===== src/rtl/next_pc_unit.sv =====
// Fetch-stage program counter with a one-entry redirect buffer.
// A redirect that resolves during a stall is held until the stall releases.
`timescale 1ns/1ps
module next_pc_unit #(
  parameter logic [31:0] RESET_PC = 32'h0000_0000
) (
  input  logic        Clk,
  input  logic        Reset,
  input  logic [1:0]  PCSrc,
  input  logic [31:0] BranchTarget,
  input  logic [31:0] JumpTarget,
  input  logic [31:0] JRTarget,
  input  logic        Stall,
  output logic [31:0] PC,
  output logic [31:0] PCPlus4,
  output logic        Flush,
  output logic        RedirectPending
);

  typedef enum logic {StRun, StPend} state_e;

  state_e      state_q;
  logic [31:0] pc_q;
  logic [31:0] pend_tgt_q;
  logic [31:0] sel_raw;
  logic [31:0] sel;
  logic        req;

  always_comb begin
    sel_raw = 32'h0;
    unique case (PCSrc)
      2'd0: sel_raw = 32'h0;
      2'd1: sel_raw = BranchTarget;
      2'd2: sel_raw = JumpTarget;
      2'd3: sel_raw = JRTarget;
    endcase
  end

  // Targets are always word-aligned before use.
  assign sel     = sel_raw & ~32'h3;
  assign req     = (PCSrc != 2'd0);
  assign PC      = pc_q;
  assign PCPlus4 = pc_q + 32'd4;

  // A redirect takes effect on any unstalled edge with a live or buffered request.
  assign Flush           = Reset & ~Stall & (req | (state_q == StPend));
  assign RedirectPending = (state_q == StPend);

  always_ff @(posedge Clk or negedge Reset) begin
    if (!Reset) begin
      state_q    <= StRun;
      pc_q       <= RESET_PC;
      pend_tgt_q <= 32'h0;
    end else begin
      unique case (state_q)
        StRun: begin
          if (!Stall) begin
            pc_q <= req ? sel : PCPlus4;
          end else if (req) begin
            pend_tgt_q <= sel;
            state_q    <= StPend;
          end
        end
        StPend: begin
          if (Stall) begin
            if (req) pend_tgt_q <= sel;
          end else begin
            // A live request beats the buffered one.
            pc_q    <= req ? sel : pend_tgt_q;
            state_q <= StRun;
          end
        end
      endcase
    end
  end

endmodule


===== config.mk =====
export PLATFORM = sky130hd
export DESIGN_NAME = next_pc_unit
export DESIGN_NICKNAME = d
export VERILOG_FILES = /design/src/rtl/next_pc_unit.sv
export SDC_FILE = /design/constraint.sdc
export NUM_CORES = 1
export LEC_CHECK = 0
export CAP_MARGIN = 5
export CORE_ASPECT_RATIO = 0.8
export CORE_UTILIZATION = 45
export CTS_CLUSTER_DIAMETER = 200
export DETAILED_ROUTE_END_ITERATION = 10
export PLACE_DENSITY = 0.82
export SLEW_MARGIN = 10
export SYNTH_ARGS = -nofsm -noshare
export SYNTH_HDL_FRONTEND = slang
export SYNTH_SLANG_ARGS = --single-unit

===== constraint.sdc =====
create_clock -name Clk -period 2.4 [get_ports Clk]
set_input_delay 0.24 -clock Clk [delete_from_list [all_inputs] [get_ports Clk]]
set_output_delay 0.24 -clock Clk [all_outputs]
set_load 0.02 [all_outputs]

=== Word level (Yosys, flattened, before mapping) ===
Cells that the tools add are included.

* Flip-flop bits (word level): 65
* Output and inout port bits: 66

* $add $sub $neg: 1
* Eq/ne operators: 5
* Mux-type cells: 11
* Bitwise gates (word level): 5
* Reductions and logical operators: 3

{| class="wikitable"
|+ Operators with widths
! operator !! count
|-
| 32-bit 2-to-1 mux || 5
|-
| 32-bit case mux with 4 select lines || 1
|-
| 32-bit case mux with 2 select lines || 1
|-
| 32-bit by 3-bit adder with 32-bit output, second input constant || 1
|-
| 2-bit == test, second input constant || 2
|-
| 2-bit inequality test, second input constant || 2
|-
| 1-bit 2-to-1 mux || 3
|-
| 1-bit AND || 2
|-
| 2-bit by 1-bit == test with 1-bit output, second input constant || 1
|-
| 2-bit logical NOT || 1
|-
| 1-bit inverter || 2
|-
| 1-bit case mux with 2 select lines || 1
|-
| 2-bit AND reduction || 1
|-
| 2-bit nonzero test || 1
|-
| 1-bit OR || 1
|}

=== Depth between registers and ports, before layout ===
Gate-level depths: netlist of the first run.

* Depth in word-level cells: 5
* Mapped depth: 8
* Depth with buffers taken out: 6

=== Worst setup path before layout of the first run ===
No wires, ideal clock.

* Path type: reg2reg
* Start: register pc_q[4] (netlist: PC[4])
* End: register pc_q[27] (netlist: PC[27])
* Setup time: 0.066 ns
* Arrival time: 2.193 ns
* Required time: 2.334 ns
* Setup slack: 0.141 ns
* Cell stages (with the launch flop): 7
* Buffers on the path: 1
* Clock period less this slack: 2.259 ns
* Cells stage by stage: dfrtp_1 buf_2 nand4_4 nor4_4 nand4_1 xnor2_1 o221a_2

* Cells in the longest elaborated chain, start to end: 4

{| class="wikitable"
|+ Ends and longest elaborated chain
! element !! RTL line !! source
|-
| start, declared || 23 || <nowiki>logic [31:0] pc_q;</nowiki>
|-
| start signal, assigned || 58 || <nowiki>pc_q <= req ? sel : PCPlus4;</nowiki>
|-
| start signal, assigned || 69 || <nowiki>pc_q <= req ? sel : pend_tgt_q;</nowiki>
|-
| 32-bit by 3-bit adder with 32-bit output || 43 || <nowiki>assign PCPlus4 = pc_q + 32'd4;</nowiki>
|-
| via PCPlus4[27] || 15 || <nowiki>output logic [31:0] PCPlus4,</nowiki>
|-
| 32-bit 2-to-1 mux || 58 ||
|-
| 32-bit 2-to-1 mux || 57 || <nowiki>if (!Stall) begin</nowiki>
|-
| 32-bit case mux with 2 select lines || 55 || <nowiki>unique case (state_q)</nowiki>
|}

The timed path passes the listed nets, and every way through them passes these cells. The select of a mux whose other input is x is not followed.
A chain may end at the register's enable or synchronous reset.

=== Worst setup path after layout of the first run ===
* Start: register pc_q[2] (netlist: PC[2])
* End: output PCPlus4[26]

* Cells in the longest elaborated chain, start to end: 1

{| class="wikitable"
|+ Ends and longest elaborated chain
! element !! RTL line
|-
| 32-bit by 3-bit adder with 32-bit output || 43
|-
| end, declared || 15
|}

Every way passes these cells.

==> results by group, run 1 <==
Pwr
  – Total power after layout: a little over 4 mW
  – Sw Ratio: 31.8%
  – P_leak: 2.85 nW
  – Internal power: 2.77 mW
  – Switching pwr: 1.29 mW
  – Clk pwr share: 32.3%
  – Maximum vdd drop: 383 uV
  – Logic pwr share: 34.5%
  – Pwr/cell area: 613 nW/um^2
  – Reg power frac: 33.3%

Layout
  – Layout fillers: 691
  – Area growth syn-to-layout: 53.0%
  – Multi-input logic area: 2520 sq um
  – Register area: 1630 sq um
  – Ant diodes: 0
  – Commonest cells after routing, fill and taps aside: clkdlybuf4s50_1 (133), dfrtp_1 (65), nand2_1 (64)
  – Commonest non-fill, non-tap cell in the layout: clkdlybuf4s50_1
  – End-of-flow core utilization: 72.0%
  – Final net count: 795
  – Layout cells sized above 1: 18.9%

Logic synthesis
  – Sequential cell area fraction in the yosys report: 37.6%
  – Mapped Area: 4330 sq um
  – Ys async rst share: 100%
  – YS warnings: 0
  – Post-synth EDFFs: 0
  – Top_reg_cell synth: dfrtp_1
  – Area share of the largest cell type after synthesis: between 30 and 40%
  – #FFs+latches synth: 65
  – Synth area leader: dfrtp_1
  – Synth area leaders: dfrtp_1 (38%), o21ai_0 (6.2%), mux2_2 (6.2%), nand2_1 (5.6%), xnor2_1 (4.0%)
  – Synthesized Nets: 608
  – Netlist cell types: 58
  – Syn Inst Count: 506
  – Post-Syn Area per Cell: 8.56 sq um

Global routing
  – First-pass GRT wire length: 24.5 mm
  – Number of global-route vias before repair: 4,878
  – Met1 usage: 37.5%
  – Initial antenna violation count: 0
  – Grt total ovfl: 0
  – Met3 usage: 8.77%
  – Busiest layer in global routing: met2
  – GR Util met2: 52.8%
  – GRT Total Usage: 30.8%
  – Largest net degree at the start of global routing: 66

Setup path
  – Reg2reg setup slack: 0.45 ns
  – Critical Path Max Stage Delay: 0.42 ns
  – Crit path kind: reg2out
  – Crit Path Max Fanout: 11
  – FF-to-FF End: PC[28]
  – Crit-path cells: ha_2 > nand3_1 > nor3_2 > buf_6 > nand3_1 > xnor2_1 > clkdlybuf4s15_1
  – Crit path launch: PC[2]
  – Startpoint types: register
  – Reg2reg path depth: 7
  – Reg-to-reg startpoint: PC[2]
  – Data required time of the worst path: 2.16 ns
  – Crit path capture type: output port
  – Worst path slowest cell: dfrtp_1
  – CP arrival: approximately 2.1 ns
  – Most used cell, CP: nand3_1

Drt
  – Avg WL per Cell: ~19 um
  – DRT iter0 DRCs: around 390
  – Vias: 4,785
  – WL final: 15.1 mm
  – Router iterations before antenna repair: 9
  – Remaining antenna violation count: 0
  – DRC Markers: 11
  – Vias per cell: 5.89

Hold path
  – Worst Hold Class: in2async

STA
  – Final Hold Fails: 0
  – Final min period: 2.36 ns
  – Final TNS setup: 0 ns
  – Slew HR: between 40% and 50%
  – Max Slew Vio Count: 0
  – Period utilization: 98.2%
  – Clock Skew: 0.00726 ns
  – Worst-Margin Slew: around 0.86 ns
  – Setup violations, final: 0
  – Unrepaired setup endpoints after global routing: yes
  – Max Clk Rate: roughly 0.42 GHz

CTS
  – Worst-skew pair later-pin latency: 0.33 ns
  – Htree depth: 3
  – Clk root buf: clkbuf_16
  – CTS sink count: 65
  – CTS tree: done
  – Reg clk slew, reported paths: 0.05 ns
  – CTS Buf Count: 9
  – Clock Tree Buf Depth: 2

Placement
  – Buffers on Ports: 160
  – Final Wtd Congestion: 0.870
  – Hpwl dp: ~11 mm

Run
  – Max-cap viol count: 0

Floorplanning
  – IO Count: 167
  – Total core area: roughly 9200 sq um
  – Row count: 31
  – Initial cell density of the core: 47.1%
  – Die Y: 89.7 um
  – Die width: around 110 um
  – Total die area: 10,000 sq um

Run status
  – Failing checks: design-rule violations
  – Status: complete, but fails checks
-- layout make-up --
type                            count  share of cell area (%)
Multi-Input combinational cell    385                    38.1
Timing Repair Buffer              218                    29.9
Sequential cell                    65                    24.6
Clock buffer                       12                    3.87
Tap cell                          115                    2.17
Inverter                           14                   0.794
Clock inverter                      3                   0.605
-- cell families (layout without fill, tap and decap cells) --
group	Yosys count	count (layout)	synth area share (%)
adders and majority gates	1	1	0.289
buffers and inverters	56	247	5.20
muxes	34	34	8.84
AOI/OAI and AO/OA	159	159	23.8
DFF	65	65	37.6
xor gates and xnor gates	28	28	5.66
and+or+nand+nor	163	163	18.6
-- critical path, delay by kind of cell, from the launching register on --
family                   cells  cell delay, ns
flip-flops                   1            0.42
buffers and inverters        2            0.51
XOR/XNOR                     1            0.16
AND/OR/NAND/NOR              3            0.47
adder cells (fa/ha/maj)      1            0.22
-- metal layers --
metal  share of wire, %  vias up  routed length [um]
met2                 49      233                7450
met4                1.7        0                 250
met1                 40     2314                6040
met5                  0        -                   0
li1                   -     2211                   -
met3                9.2       27                1400
-- power groups by stage --
stage          registers, mW  logic (mW)  clock network (mW)
2_1_floorplan           1.47       0.557                   0
3_3_place_gp            1.35        1.38                   0
3_5_place_dp            1.36        1.42                   0
4_1_cts                 1.34        1.40                1.31
5_1_grt                 1.37        1.50                1.38
6_report                1.35        1.40                1.31
-- through the flow --
stage | instances | instance area [sq um] | hold WS, ns | setup slack, ns
floorplan | 506 | 4330 | -0.0556 | 0.141
global placement | 791 | 6320 | 0.457 | 0.0741
detailed placement | 791 | 6320 | 0.468 | 0.00762
CTS | 808 | 6640 | 0.209 | 0.00687
global route | 812 | 6620 | 0.254 | -0.0409
finish | 812 | 6620 | 0.159 | 0.0442
-- state kept, by name (all words and copies together), names as in the netlist --
register         count
pend_tgt_q          32
PC                  32
RedirectPending      1
-- repair_timing --
item                                    in CTS  in global routing
endpoints found under the setup margin      22                 17
hold buffers                                 0                  0
pin swaps                                    1                  5
setup buffers                                2                  4
hold endpoints to repair                     0                  0
resized for setup                           35                 36
-- cells in the mapped netlist (all sizes together) (5+ instances only) --
master / instances
mux2: 24
a211oi: 10
xnor2: 20
dfrtp: 65
clkbuf: 30
o22ai: 7
o311a: 5
nand2: 65
nor2: 33
nor2b: 6
buf: 12
o21ai: 54
xor2: 8
a22oi: 17
inv: 13
o31ai: 6
nand3: 21
nand4: 10
a21oi: 26
and3: 7
mux2i: 9
-- how the worst max path moves through the flow --
stage | to | slack, ns | cells past startpoint
2_1_floorplan | PC[27] | 0.14 | 6
3_3_place_gp | PCPlus4[28] | 0.07 | 7
3_5_place_dp | PCPlus4[24] | 0.008 | 7
4_1_cts | PCPlus4[24] | 0.007 | 7
5_1_grt | PCPlus4[28] | -0.04 | 7
6_report | PCPlus4[26] | 0.04 | 7
Power figures use the tool's default switching activity.
==> inputs of run 2 (changes only) <==
--- a/config.mk
+++ b/config.mk
@@ -10,7 +10,7 @@
 export CORE_UTILIZATION = 45
 export CTS_CLUSTER_DIAMETER = 200
 export DETAILED_ROUTE_END_ITERATION = 10
-export PLACE_DENSITY = 0.82
+export PLACE_DENSITY = 0.91
 export SLEW_MARGIN = 10
 export SYNTH_ARGS = -nofsm -noshare
 export SYNTH_HDL_FRONTEND = slang
==> run 2 against run 1 <==
Compared with the run above:
- the run still ends with design-rule violations left
- combinational power about the same
- first-iteration DRC count is 1.8% higher
- sequential share of layout area down 0.083 points
- final cell count grew 0.12%
- clock skew down 0.0018 ns
- register-to-register slack worse by 0.10 ns
- via count is 3.0% higher
- critical path depth down 2
==> results by group, run 2 (same netlist as run 1, synthesis figures left out) <==
Layout
  – Ant diodes: 0
  – Final net count: 795
  – Finished Layout Cells: 813
  – Commonest non-fill, non-tap cell in the layout: clkdlybuf4s50_1
  – Commonest cells after routing, fill and taps aside: clkdlybuf4s50_1 (134), dfrtp_1 (65), nand2_1 (64)
  – Area growth syn-to-layout: 53.5%
  – End-of-flow core utilization: 72.3%
  – Layout cells sized above 1: 19.2%

Drt
  – Vias per cell: between 6 and 7
  – DRC Markers: 11
  – Met2 routed wirelength: ~7.7 mm
  – Met3 routed WL: 1.52 mm
  – WL final: 15.5 mm
  – Max Used Layer: met4
  – Vias: about 5k
  – Router iterations before antenna repair: 9
  – Avg WL per Cell: ~19 um
  – DRT iter0 DRCs: 396
  – Remaining antenna violation count: 0
  – Metal1 wirelength: about 5.8 mm

CTS
  – CTS sink count: 65
  – CTS tree: done
  – Hold-fix buffers, CTS: 0
  – Reg clk slew, reported paths: around 0.060 ns
  – Htree depth: 3
  – CTS Buf Count: 9
  – Worst-skew pair later-pin latency: 0.32 ns
  – Clock Tree Buf Depth: 2
  – Clk root buf: clkbuf_16

Global routing
  – GRT Total Usage: slightly above 30%
  – Largest net degree at the start of global routing: 66
  – Grt total ovfl: 0
  – First-pass GRT wire length: 24.6 mm
  – Initial antenna violation count: 0
  – Number of global-route vias before repair: 5,052

Pwr
  – P_leak: 2.84 nW
  – Pwr/cell area: around 630 nW/um^2
  – Maximum vdd drop: 460 uV
  – Total power after layout: 4.21 mW

Floorplanning
  – Die Y: 89.7 um
  – Total core area: 9190 sq um
  – Initial cell density of the core: roughly 47%
  – Die width: 112 um
  – IO Count: 167
  – Row count: 31
  – Total die area: 10,000 sq um

STA
  – Final min period: around 2.3 ns
  – Period utilization: 96.8%
  – Setup violations, final: 0
  – Final Hold Fails: 0
  – Max Slew Vio Count: 0
  – Final WS setup: a little under 0.08 ns
  – Worst-Margin Slew: ~0.86 ns
  – Max Clk Rate: 0.430 GHz
  – Unrepaired setup endpoints after global routing: no
  – Slew HR: 42.7%
  – Hold slack: 0.146 ns
  – Clock Skew: roughly 0.0055 ns

Placement
  – Final Wtd Congestion: 0.862
  – Hpwl dp: between 10 and 15 mm
  – Pre-CTS WS: 0.0211 ns
  – Buffers on Ports: 160
  – Placed insts: 791

Setup path
  – Crit Path Max Fanout: 5
  – Crit path kind: reg2out
  – Reg2reg path depth: 8
  – Data required time of the worst path: 2.16 ns
  – CP arrival: 2.08 ns
  – Crit path capture type: output port
  – Startpoint types: register

Hold path
  – Worst Hold Class: in2async

Run
  – Max-cap viol count: 0

Run status
  – Failing checks: design-rule violations
  – Status: complete, but fails checks
## run 2: routing by layer
layer / track usage [%] / up-vias
met1: 36.3 / 2357
met5: 0 / -
met2: 52.9 / 302
li1: - / 2223
met4: 13.1 / 0
met3: 8.43 / 47
## run 2: path summary, 6_finish.rpt
kind | start | to | slack (ns)
hold reg to reg | pend_tgt_q[20] | pend_tgt_q[20] | 0.48
setup reg to reg | PC[2] | PC[28] | 0.35
max in group asynchronous | Reset | pend_tgt_q[4] | 1.68
hold / removal | Reset | pend_tgt_q[2] | 0.15
setup / recovery | PC[5] | PCPlus4[9] | 0.08
min in group Clk | Stall | RedirectPending | 0.48
## run 2: worst max-delay path, stage by stage, from the launching register on
cell	delay, ns
dfrtp_1	0.40
nand4_4	0.20
buf_4	0.21
nor2_1	0.17
xor2_1	0.16
clkdlybuf4s50_1	0.61
## run 2: where the power goes
part / internal [mW] / switching, mW / leakage [nW]
Clock: 0.966 / 0.475 / 0.155
Combinational: 0.679 / 0.738 / 1.88
Sequential: 1.24 / 0.110 / 0.810
## run 2: final cells by class
type / count / area, sq um
fill: 688 / 2550
multi-input combinational: 385 / 2530
timing repair buffer: 218 / 1960
sequential: 65 / 1630
clock buffer: 12 / 256
tap: 115 / 144
clock inverter: 4 / 75.1
inverter: 14 / 52.6
## run 2: metrics by stage
step | instance area (sq um) | TNS [ns]
after floorplan | 4330 | 0
after global placement | 6290 | 0
after detailed placement | 6290 | 0
after CTS | 6650 | -0.00348
after global routing | 6650 | 0
final | 6650 | 0
## run 2: repair_timing
item,CTS,global route
buffers inserted,1,5
resized for setup,42,31
pin swaps,1,5
endpoints found under the setup margin,22,15
